--- config.mk ---
export PLATFORM = sky130hd
export DESIGN_NAME = icu_refill_ctl_flat
export DESIGN_NICKNAME = d
export VERILOG_FILES = /design/src/rtl/icu_refill_ctl_pkg.sv /design/src/rtl/icu_refill_ctl_if.sv /design/src/rtl/icu_refill_ctl.sv /design/src/flat_wrapper.sv
export SDC_FILE = /design/constraint.sdc
export NUM_CORES = 1
export LEC_CHECK = 0
export ABC_AREA = 1
export BUFFER_PORTS_ARGS = -buffer_cell sky130_fd_sc_hd__buf_4
export CAP_MARGIN = 5
export CORE_AREA = 4 4 115 117
export DETAILED_ROUTE_END_ITERATION = 10
export DIE_AREA = 0 0 119 121
export GPL_ROUTABILITY_DRIVEN = 0
export SLEW_MARGIN = 15
export SYNTH_ARGS = -nofsm -noshare
export SYNTH_HDL_FRONTEND = slang
export SYNTH_SLANG_ARGS = --single-unit
--- constraint.sdc ---
create_clock -name clk -period 2.16 [get_ports clk]
set_clock_uncertainty 0.1 [all_clocks]
set_input_delay 0.108 -clock clk [delete_from_list [all_inputs] [get_ports clk]]
set_output_delay 0.108 -clock clk [all_outputs]
set_load 0.05 [all_outputs]
--- src/rtl/icu_refill_ctl_pkg.sv ---
// I-cache refill controller: shared constants and state encoding.
// Field slices assume a 32-byte line addressed as doublewords [31:3].
package icu_refill_ctl_pkg;

  localparam int ICU_LINE_BEATS = 4;
  localparam int ICU_IDX_W      = 7;
  localparam int ICU_TAG_W      = 32 - ICU_IDX_W - 5;
  localparam int ICU_OFF_LSB    = 3;
  localparam int ICU_IDX_LSB    = 5;

  typedef enum logic [2:0] {
    IDLE,
    REQ,
    WAIT_DATA,
    TAG,
    DONE,
    ERR
  } icu_state_t;

endpackage

--- src/rtl/icu_refill_ctl_if.sv ---
// BIU line-read channel between the refill controller and the bus unit.
// master = refill controller, slave = BIU.
interface icu_refill_ctl_if;

  logic        icu_biu_req;
  logic [31:3] icu_biu_addr;
  logic        biu_icu_ack;
  logic        biu_icu_data_valid;
  logic [63:0] biu_icu_data;
  logic        biu_icu_data_last;

  modport master (
    output icu_biu_req,
    output icu_biu_addr,
    input  biu_icu_ack,
    input  biu_icu_data_valid,
    input  biu_icu_data,
    input  biu_icu_data_last
  );

  modport slave (
    input  icu_biu_req,
    input  icu_biu_addr,
    output biu_icu_ack,
    output biu_icu_data_valid,
    output biu_icu_data,
    output biu_icu_data_last
  );

endinterface

--- src/rtl/icu_refill_ctl.sv ---
// I-cache miss/refill sequencer: one line request, beat writes,
// tag write last, critical-beat forward and done/err pulses.
module icu_refill_ctl
  import icu_refill_ctl_pkg::*;
#(
  parameter int LINE_BEATS = ICU_LINE_BEATS,
  parameter int IDX_W      = ICU_IDX_W,
  parameter int TAG_W      = 32 - IDX_W - 5
) (
  input  logic                          clk,
  input  logic                          reset,
  input  logic                          miss_ic2,
  input  logic [31:3]                   miss_addr_ic2,
  input  logic                          ifu_cancel,
  icu_refill_ctl_if.master              biu,
  output logic                          data_wen,
  output logic [IDX_W-1:0]              data_widx,
  output logic [$clog2(LINE_BEATS)-1:0] data_wbeat,
  output logic [63:0]                   data_wdata,
  output logic                          tag_wen,
  output logic [IDX_W-1:0]              tag_widx,
  output logic [TAG_W-1:0]              tag_wdata,
  output logic                          refill_busy,
  output logic                          crit_valid,
  output logic [63:0]                   crit_data,
  output logic                          refill_done,
  output logic                          refill_err
);

  localparam int BW = $clog2(LINE_BEATS);
  localparam logic [BW-1:0] LAST_BEAT = BW'(LINE_BEATS - 1);

  icu_state_t  r_state;
  icu_state_t  w_next;
  logic [31:3] r_addr;
  logic [BW-1:0] r_cnt;
  logic        r_cancel;

  logic w_accept;
  logic w_beat;
  logic w_full;
  logic w_last;
  logic w_crit;

  assign w_accept = (r_state == IDLE) && miss_ic2;
  assign w_beat   = (r_state == WAIT_DATA) && biu.biu_icu_data_valid;
  assign w_full   = (r_cnt == LAST_BEAT);
  // The final beat slot closes the burst even if the BIU omits last.
  assign w_last   = w_beat && (biu.biu_icu_data_last || w_full);
  assign w_crit   = w_beat && (r_cnt == r_addr[BW+2:3])
                 && !r_cancel && !ifu_cancel;

  always_comb begin
    w_next = r_state;
    unique case (r_state)
      IDLE:      if (miss_ic2) w_next = REQ;
      REQ:       if (biu.biu_icu_ack) w_next = WAIT_DATA;
      WAIT_DATA: if (w_last) w_next = w_full ? TAG : ERR;
      TAG:       w_next = DONE;
      DONE:      w_next = IDLE;
      ERR:       w_next = IDLE;
      default:   w_next = IDLE;
    endcase
  end

  always_ff @(posedge clk) begin
    if (reset) begin
      r_state  <= IDLE;
      r_addr   <= '0;
      r_cnt    <= '0;
      r_cancel <= 1'b0;
    end else begin
      r_state <= w_next;
      if (w_accept) begin
        r_addr   <= miss_addr_ic2;
        r_cnt    <= '0;
        r_cancel <= 1'b0;
      end else begin
        if ((r_state != IDLE) && ifu_cancel) r_cancel <= 1'b1;
        if (w_beat) r_cnt <= r_cnt + 1'b1;
      end
    end
  end

  assign biu.icu_biu_req  = (r_state == REQ);
  assign biu.icu_biu_addr = {r_addr[31:BW+3], {BW{1'b0}}};

  assign data_wen   = w_beat;
  assign data_widx  = r_addr[IDX_W+4:5];
  assign data_wbeat = r_cnt;
  assign data_wdata = w_beat ? biu.biu_icu_data : 64'd0;

  assign tag_wen   = (r_state == TAG);
  assign tag_widx  = r_addr[IDX_W+4:5];
  assign tag_wdata = r_addr[31:IDX_W+5];

  assign refill_busy = (r_state != IDLE);
  assign crit_valid  = w_crit;
  assign crit_data   = w_crit ? biu.biu_icu_data : 64'd0;
  assign refill_done = (r_state == DONE);
  assign refill_err  = (r_state == ERR);

endmodule

--- src/flat_wrapper.sv ---
// flat-port wrapper written by rule: the top's interface ports become plain ports
module icu_refill_ctl_flat import icu_refill_ctl_pkg::*;
#(
  parameter int LINE_BEATS = ICU_LINE_BEATS,
  parameter int IDX_W      = ICU_IDX_W,
  parameter int TAG_W      = 32 - IDX_W - 5
)
  (clk, reset, miss_ic2, miss_addr_ic2, ifu_cancel, data_wen, data_widx, data_wbeat, data_wdata, tag_wen, tag_widx, tag_wdata, refill_busy, crit_valid, crit_data, refill_done, refill_err, biu_icu_biu_req, biu_icu_biu_addr, biu_biu_icu_ack, biu_biu_icu_data_valid, biu_biu_icu_data, biu_biu_icu_data_last);
  icu_refill_ctl_if biu_i ();
  input  logic clk;
  input  logic reset;
  input  logic miss_ic2;
  input  logic [31:3] miss_addr_ic2;
  input  logic ifu_cancel;
  output logic data_wen;
  output logic [IDX_W-1:0] data_widx;
  output logic [$clog2(LINE_BEATS)-1:0] data_wbeat;
  output logic [63:0] data_wdata;
  output logic tag_wen;
  output logic [IDX_W-1:0] tag_widx;
  output logic [TAG_W-1:0] tag_wdata;
  output logic refill_busy;
  output logic crit_valid;
  output logic [63:0] crit_data;
  output logic refill_done;
  output logic refill_err;
  output wire logic [$bits(biu_i.icu_biu_req)-1:0] biu_icu_biu_req;
  output wire logic [$bits(biu_i.icu_biu_addr)-1:0] biu_icu_biu_addr;
  input wire logic [$bits(biu_i.biu_icu_ack)-1:0] biu_biu_icu_ack;
  input wire logic [$bits(biu_i.biu_icu_data_valid)-1:0] biu_biu_icu_data_valid;
  input wire logic [$bits(biu_i.biu_icu_data)-1:0] biu_biu_icu_data;
  input wire logic [$bits(biu_i.biu_icu_data_last)-1:0] biu_biu_icu_data_last;
  assign biu_icu_biu_req = biu_i.icu_biu_req;
  assign biu_icu_biu_addr = biu_i.icu_biu_addr;
  assign biu_i.biu_icu_ack = biu_biu_icu_ack;
  assign biu_i.biu_icu_data_valid = biu_biu_icu_data_valid;
  assign biu_i.biu_icu_data = biu_biu_icu_data;
  assign biu_i.biu_icu_data_last = biu_biu_icu_data_last;
  icu_refill_ctl #(.LINE_BEATS(LINE_BEATS), .IDX_W(IDX_W), .TAG_W(TAG_W)) u_core (.clk(clk), .reset(reset), .miss_ic2(miss_ic2), .miss_addr_ic2(miss_addr_ic2), .ifu_cancel(ifu_cancel), .biu(biu_i), .data_wen(data_wen), .data_widx(data_widx), .data_wbeat(data_wbeat), .data_wdata(data_wdata), .tag_wen(tag_wen), .tag_widx(tag_widx), .tag_wdata(tag_wdata), .refill_busy(refill_busy), .crit_valid(crit_valid), .crit_data(crit_data), .refill_done(refill_done), .refill_err(refill_err));
endmodule
* Word level (Yosys, flattened, before mapping)
Index checks and enable logic that the tools add are counted.
Widths: inputs -> output; s select.
** Cells by class
- Mux-type cells :: 7
- Equality and inequality tests :: 10
- Add/subtract/negate cells :: 1
- Reductions and logical operators :: 14
** Operator list (count)
- $mux 64 :: 2
- $mux 3 :: 4
- $pmux 3 s4 :: 1
- $logic_and 1x1->1 :: 7
- $eq 3x2->1 const B :: 2
- $eq 3x3->1 const B :: 2
- $ne 2x1->1 const B :: 2
- $eq 3x1->1 const B :: 1
- $logic_not 3->1 :: 1
- $reduce_and 3->1 :: 1
- $reduce_bool 3->1 :: 1
- $add 2x1->2 const B :: 1
- $eq 2x2->1 :: 1
- $eq 2x2->1 const B :: 1
- $logic_not 1->1 :: 2
- $ne 2x2->1 const B :: 1
- $reduce_or 2->1 :: 1
- $logic_or 1x1->1 :: 1
** Word-level totals
- Word-level logic and storage cells :: 36
- Flip-flop bits (word level) :: 35
- Input port bits :: 100
- Output and inout bits :: 200

* Logic depth before layout (Yosys ltp)
Gate-level depths: netlist (run 1).
- Depth after elaboration :: 6
- Depth in mapped cells :: 8
- Depth with buffers taken out :: 8

* Least setup slack after synthesis (run 1)
OpenSTA, ideal clock, no wires.
- Path kind :: reg-to-output
- Start :: register u_core.r_cnt[0], in the netlist u_core.data_wbeat[0]
- End :: output port crit_data[10]
- Data required time :: 1952 ps
- Arrival time :: 1944 ps
- Stages on the path, launching flop included :: 6
- Buffers on the path :: 1
- Path slack :: 8 ps
- Cells stage by stage :: dfxtp_1 nor2_1 nor3_1 nand4_2 clkbuf_1 nor2_1
** Between the ends
- Longest elaborated chain between the ends :: 5
** Ends and longest elaborated chain
- from (decl) :: RTL line icu_refill_ctl.sv:36 : logic [BW-1:0] r_cnt;
- from (signal assigned) :: RTL line icu_refill_ctl.sv:80 : if (w_beat) r_cnt <= r_cnt + 1'b1;
- $eq 2x2->1 :: RTL line icu_refill_ctl.sv:50 : assign w_crit = w_beat && (r_cnt == r_addr[BW+2:3])
- $logic_and 1x1->1 :: RTL line icu_refill_ctl.sv:50
- $logic_and 1x1->1 (2 in series) :: RTL line icu_refill_ctl.sv:51 : && !r_cancel && !ifu_cancel;
- $mux 64 :: RTL line icu_refill_ctl.sv:99 : assign crit_data = w_crit ? biu.biu_icu_data : 64'd0;
- to (decl) :: RTL line flat_wrapper.sv:24 : output logic [63:0] crit_data;
Every way passes these cells.

* Worst setup path after layout (run 1)
- Start :: register u_core.r_state[0]
- End :: output port crit_data[31]
** Between the ends
- Longest elaborated chain between the ends :: 6
** Ends and longest elaborated chain
- from (decl) :: RTL line icu_refill_ctl.sv:33 : icu_state_t r_state;
- from (signal assigned) :: RTL line icu_refill_ctl.sv:73 : r_state <= w_next;
- $eq 3x2->1 :: RTL line icu_refill_ctl.sv:46 : assign w_beat = (r_state == WAIT_DATA) && biu.biu_icu_data_valid;
- $logic_and 1x1->1 :: RTL line icu_refill_ctl.sv:46
- $logic_and 1x1->1 :: RTL line icu_refill_ctl.sv:50
- $logic_and 1x1->1 (2 in series) :: RTL line icu_refill_ctl.sv:51
- $mux 64 :: RTL line icu_refill_ctl.sv:99
Every way passes these cells.

==> results of run 1 <==
[area by class of cell]
| cell class | count | area (um^2) |
|---|---|---|
| Tap cell | 172 | 215.2 |
| Timing Repair Buffer | 305 | 2375 |
| Fill cell | 1324 | 7327 |
| Multi-Input combinational cell | 232 | 1204 |
| Clock buffer | 6 | 138.9 |
| Inverter | 106 | 397.9 |
| Sequential cell | 35 | 700.7 |
| Clock inverter | 1 | 5.005 |
[path summary, 6_finish.rpt]
path,start,to,slack (ps),depth (start not counted)
max,u_core.r_state[0],crit_data[31],110,7
min,miss_addr_ic2[21],u_core.r_addr[21],10,3
max reg2reg,u_core.r_state[1],u_core.r_addr[31],750,5
min reg2reg,u_core.r_addr[4],u_core.r_addr[4],360,2
[worst max-delay path: stages, from the launching register on]
cell and delay (ps):
dfxtp_1 340, nor2_4 190, nand2_2 120, nor2_8 140, nand4_4 150, buf_16 210, nor2_2 190, buf_6 190
[placed cells by master, fill, tap and decap left out, types with 2 or more instances in the layout]
cell type / synthesis / layout
clkbuf_16: 0 / 6
buf_6: 6 / 8
nand2_1: 14 / 14
o21ai_0: 30 / 30
nor2_4: 11 / 11
nor2_1: 88 / 88
buf_4: 63 / 292
dlygate4sd3_1: 0 / 2
a21oi_1: 32 / 32
nand3_1: 5 / 4
conb_1: 1 / 2
dfxtp_1: 35 / 35
inv_1: 104 / 104
nor2_2: 39 / 39
inv_2: 2 / 2
nor3_1: 5 / 4
[cells by family (layout without fill, tap and decap cells)]
kind of cell,after synthesis,after routing,synth area share
AO/OA/AOI/OAI,62,62,0.1072
XOR/XNOR,1,1,0.003027
adder cells (fa/ha/maj),1,1,0.004323
buffers and inverters,192,418,0.3498
flip-flops,35,35,0.2421
other,1,2,0.001296
AND/OR/NAND/NOR,166,166,0.2923
[registers in the layout, indices dropped and copies added (netlist names)]
name	flops
u_core.r_cancel	1
u_core.data_wbeat	2
u_core.r_state	3
u_core.r_addr	29
[routing by layer]
layer,global-route usage,wire length (um)
met5,0,0
met1,0.1741,4516
met4,0.02679,108
met3,0.04429,1048
met2,0.2734,6087
[per-stage QoR]
| step | setup WS, ps | cells | hold WS, ps | utilization |
|---|---|---|---|---|
| after global placement | 331.9 | 847 | 200.0 | 0.3886 |
| final | 107.9 | 857 | 12.55 | 0.4073 |
| after detailed placement | 342.5 | 847 | 198.9 | 0.3886 |
| after floorplan | 8.309 | 459 | 87.07 | - |
| after CTS | 42.95 | 856 | 3.519 | 0.4019 |
| after global routing | 7.364 | 857 | 26.52 | 0.4073 |
[timing repair]
item,in CTS,in global routing
endpoints found under the hold margin,3,0
setup buffers,0,0
gates resized for setup,0,10
endpoints found under the setup margin,0,6
hold buffers,2,0
[where the power goes]
group | switching (W) | internal (W) | leakage, nW
sequential | 0.000196 | 0.000868 | 0.289
combinational | 0.00316 | 0.00119 | 2.53
clock | 0.000252 | 0.000449 | 0.0727
total | 0.00360 | 0.00250 | 2.90
==> flow_summary_export.csv, run 1 <==
group,metric,value,unit
timing,fmax,0.4873,GHz
logic_synthesis,synth-seq-area-share,0.2421,
worst_setup_path,required,1950,ps
power,p_total,0.006106,W
worst_setup_path,worst_setup_path_end_kind,"output port",
logic_synthesis,ys_async_sr_fraction,0,
global_route,grt_max_degree,66,
detailed_routing,drt_iter0_drc,91,
power,p_leak,2.897,nW
logic_synthesis,ys_ff_latch,35,
logic_synthesis,syn_inst,458,
worst_setup_path,critPathMaxFanout,33,
clock_network,cts.clk_slew.worst_paths,50,ps
detailed_routing,vias_per_cell,3.862,
timing,setup_viol,0,
logic_synthesis,yosysTopAreaCellShare,0.2421,
place,post_dp_cell_area,0.004805,mm^2
timing,hold_viol,0,
worst_setup_path,crit_arrival,1840,ps
timing,fin_crit_sh,0.9500,
timing,slew_headroom,0.6405,
global_route,grtUsageTotal,0.1496,
detailed_routing,routed_wl,11760,um
hold_path,hp-class,"in2reg",
floorplanning,rows,41,
global_route,grt_pass1_wl,17250,um
clock_network,clk_latency,270,ps
timing,finalCriticalPeriod,2052,ps
floorplanning,coreArea,0.01236,mm^2
logic_synthesis,syn-cell-area,0.002894,mm^2
logic_synthesis,netlist.top_cell.by_area,"dfxtp_1",
logic_synthesis,syn-mean-instance-area,6.319,um^2
timing,slew_violations,0,
logic_synthesis,synth-edff-count,0,
clock_network,cts_tree,"done",
floorplanning,start_util,0.2341,
global_route,antenna_found_initial,0,
floorplanning,die-area,0.01440,mm^2
power,vdd_drop_max,699.8,uV
logic_synthesis,ys_types,22,
layout,diodes,0,
clock_network,cts_made_buffers,5,
logic_synthesis,synth.area.top_cells,"dfxtp_1 24%, buf_4 16%, inv_1 13%",
run_status,status,"finished clean",
layout,final_nets,786,
clock_network,h-tree-depth,2,
timing,rsz0062_at_grt,"false",
flow_run,drv_cap,0,
logic_synthesis,synth_flop_cell,"dfxtp_1",
floorplanning,die_h,121,um
logic_synthesis,yosysMostFrequentCell,"inv_1",
place,hpwl,9795,um
timing,tightest_slew,538.6,ps
detailed_routing,first_pass_iters,4,
power,power.density,1212,mW/mm^2
logic_synthesis,synth_top_cells_by_count,"104 x inv_1, 88 x nor2_1, 63 x buf_4",
global_route,gr-total-overflow,0,
layout,final_area,0.005036,mm^2
detailed_routing,wl_per_cell,13.72,um
worst_setup_path,cp-start-kind,"register",
place,io_buffers,297,
clock_network,cts_buffer_depth,2,
floorplanning,io-pin-count,300,
clock_network,ctsRootBufferMaster,"clkbuf_16",
layout,layout-drive-gt1-share,0.5358,
detailed_routing,ant_nets,0,
worst_setup_path,critical_path_class,"reg2out",
layout,area_growth,74.02,%
logic_synthesis,ys_warn_count,0,
detailed_routing,vias,3310,
detailed_routing,drc_errors,0,
global_route,grt_pass1_vias,3044,
timing,fin_tns_setup,0,ps
floorplanning,die_w,119,um
clock_network,numClockSinks,35,
No activity file was read; power rests on OpenSTA's default activity.
==> run 2: changes to the inputs <==
==> constraint.sdc (replaced) <==
create_clock -name clk -period 2.6 [get_ports clk]
set_clock_uncertainty 0.1 [all_clocks]
set_input_delay 0.13 -clock clk [delete_from_list [all_inputs] [get_ports clk]]
set_output_delay 0.13 -clock clk [all_outputs]
set_load 0.05 [all_outputs]
==> run 2 against run 1 <==
Compared with the run above:
- clock-buffer cell count unchanged
- critical endpoint is now data_wdata[13]
- largest power group unchanged
- register-to-register slack improved by 80 ps
- largest cell class unchanged
- sequential power decreased by 17%
==> flow_summary_export.csv, run 2 (synthesis results as in run 1) <==
group,metric,value,unit
worst_setup_path,cp-start-kind,"register",
clock_network,cts.clk_slew.worst_paths,50,ps
layout,diodes,0,
detailed_routing,vias,3275,
clock_network,h-tree-depth,2,
detailed_routing,ant_nets,0,
worst_setup_path,critPathMaxFanout,58,
layout,utilization,0.3997,
detailed_routing,drt_iter0_drc,111,
layout,regMostFlops,"u_core.r_addr",
worst_setup_path,required,2370,ps
timing,slew_headroom,0.4850,
timing,slew_violations,0,
worst_setup_path,crit_arrival,1920,ps
clock_network,numClockSinks,35,
global_route,use_met1,0.1699,
detailed_routing,drc_errors,0,
layout,layout-drive-gt1-share,0.5323,
floorplanning,start_util,0.2341,
timing,fmax,0.4653,GHz
clock_network,cts_buffer_depth,2,
layout,layout_common_cells,"298 x buf_4, 104 x inv_1, 88 x nor2_1",
floorplanning,coreArea,0.01236,mm^2
timing,fin_crit_sh,0.8266,
global_route,met3_usage,0.04848,
detailed_routing,routed_wl,11730,um
global_route,antenna_found_initial,0,
layout,largest_reg_flops,29,
clock_network,post-cts-setup-buffers,0,
layout,layout_commonest_cell,"buf_4",
power,p_leak,2.852,nW
layout,stdcell_count,854,
clock_network,clk_latency,280,ps
floorplanning,die_w,119,um
global_route,grtUsageTotal,0.1511,
hold_path,hp-class,"in2reg",
power,vdd_drop_max,671.5,uV
timing,hold_viol,0,
detailed_routing,vias_per_cell,3.835,
global_route,grt_max_degree,66,
clock_network,cts_tree,"done",
timing,fin_ws,450.9,ps
floorplanning,die-area,0.01440,mm^2
timing,tightest_slew,771.6,ps
detailed_routing,wl_per_cell,13.73,um
global_route,busiest_layer,"met2",
floorplanning,rows,41,
flow_run,drv_cap,0,
power,power.density,1019,mW/mm^2
global_route,grt_pass1_wl,17260,um
worst_setup_path,critical_path_class,"reg2out",
layout,fillers,1334,
worst_setup_path,worst_setup_path_end_kind,"output port",
timing,rsz0062_at_grt,"false",
timing,timing.hold.ws,20.48,ps
timing,setup_viol,0,
layout,area_growth,70.73,%
place,io_buffers,297,
timing,fin_tns_setup,0,ps
global_route,gr-total-overflow,0,
place,preCtsSetupSlack,752.0,ps
timing,finalCriticalPeriod,2149,ps
place,dp_cells,845,
floorplanning,die_h,121,um
layout,seqCellArea,700.7,um^2
layout,multiInputGateArea,0.001199,mm^2
global_route,met2_usage,0.2752,
detailed_routing,first_pass_iters,4,
floorplanning,io-pin-count,300,
place,hpwl,9878,um
run_status,status,"finished clean",
global_route,grt_pass1_vias,2991,
clock_network,cts_made_buffers,5,
layout,final_nets,782,
clock_network,ctsRootBufferMaster,"clkbuf_16",
==> run 2: worst paths after layout <==
check / start / endpoint / slack (ps) / depth (start not counted)
setup / recovery: u_core.r_state[2] / data_wdata[13] / 450 / 7
hold / removal: ifu_cancel / u_core.r_cancel / 20 / 3
hold reg to reg: u_core.r_addr[16] / u_core.r_addr[16] / 370 / 2
setup reg to reg: u_core.r_state[2] / u_core.r_addr[14] / 830 / 5
==> run 2: through the flow <==
stage / cell area [um^2] / total power, W
final: 4941 / 0.005035
after global routing: 4941 / 0.005295
after CTS: 4941 / 0.005091
after detailed placement: 4790 / 0.004498
after global placement: 4790 / 0.004492
after floorplan: 2898 / 0.003836
==> run 2: area by class of cell <==
cell class / count / area share
multi-input cells: 232 / 0.2426
clock buffers: 6 / 0.02608
well taps: 172 / 0.04356
inverters: 106 / 0.08053
repair buffers: 301 / 0.4629
flip-flops and latches: 35 / 0.1418
clock inverters: 2 / 0.002532
==> run 2: critical path, cell delays in order, from the launching register on <==
cell	delay [ps]
dfxtp_1	410
nor2_4	80
nand2_2	120
nor2_8	50
inv_2	130
buf_4	500
nor2_1	100
buf_4	210
==> run 2: routing by layer <==
| metal | up-vias | wire [um] |
|---|---|---|
| li1 | 1711 | - |
| met1 | 1384 | 4330 |
| met2 | 166 | 5943 |
| met3 | 14 | 1215 |
| met4 | 0 | 238 |
| met5 | - | 0 |
==> run 2: what timing repair did <==
action                                  4_1_cts  5_1_grt
endpoints found under the setup margin        0        0
resized for setup                             0        0
endpoints found under the hold margin         1        0
hold buffers                                  1        0
==> run 2: power by group <==
group | switching (W) | internal [W] | total [W]
logic | 0.00260 | 0.000968 | 0.00357
clock network | 0.000223 | 0.000353 | 0.000576
registers | 0.000165 | 0.000721 | 0.000885
total | 0.00299 | 0.00204 | 0.00503
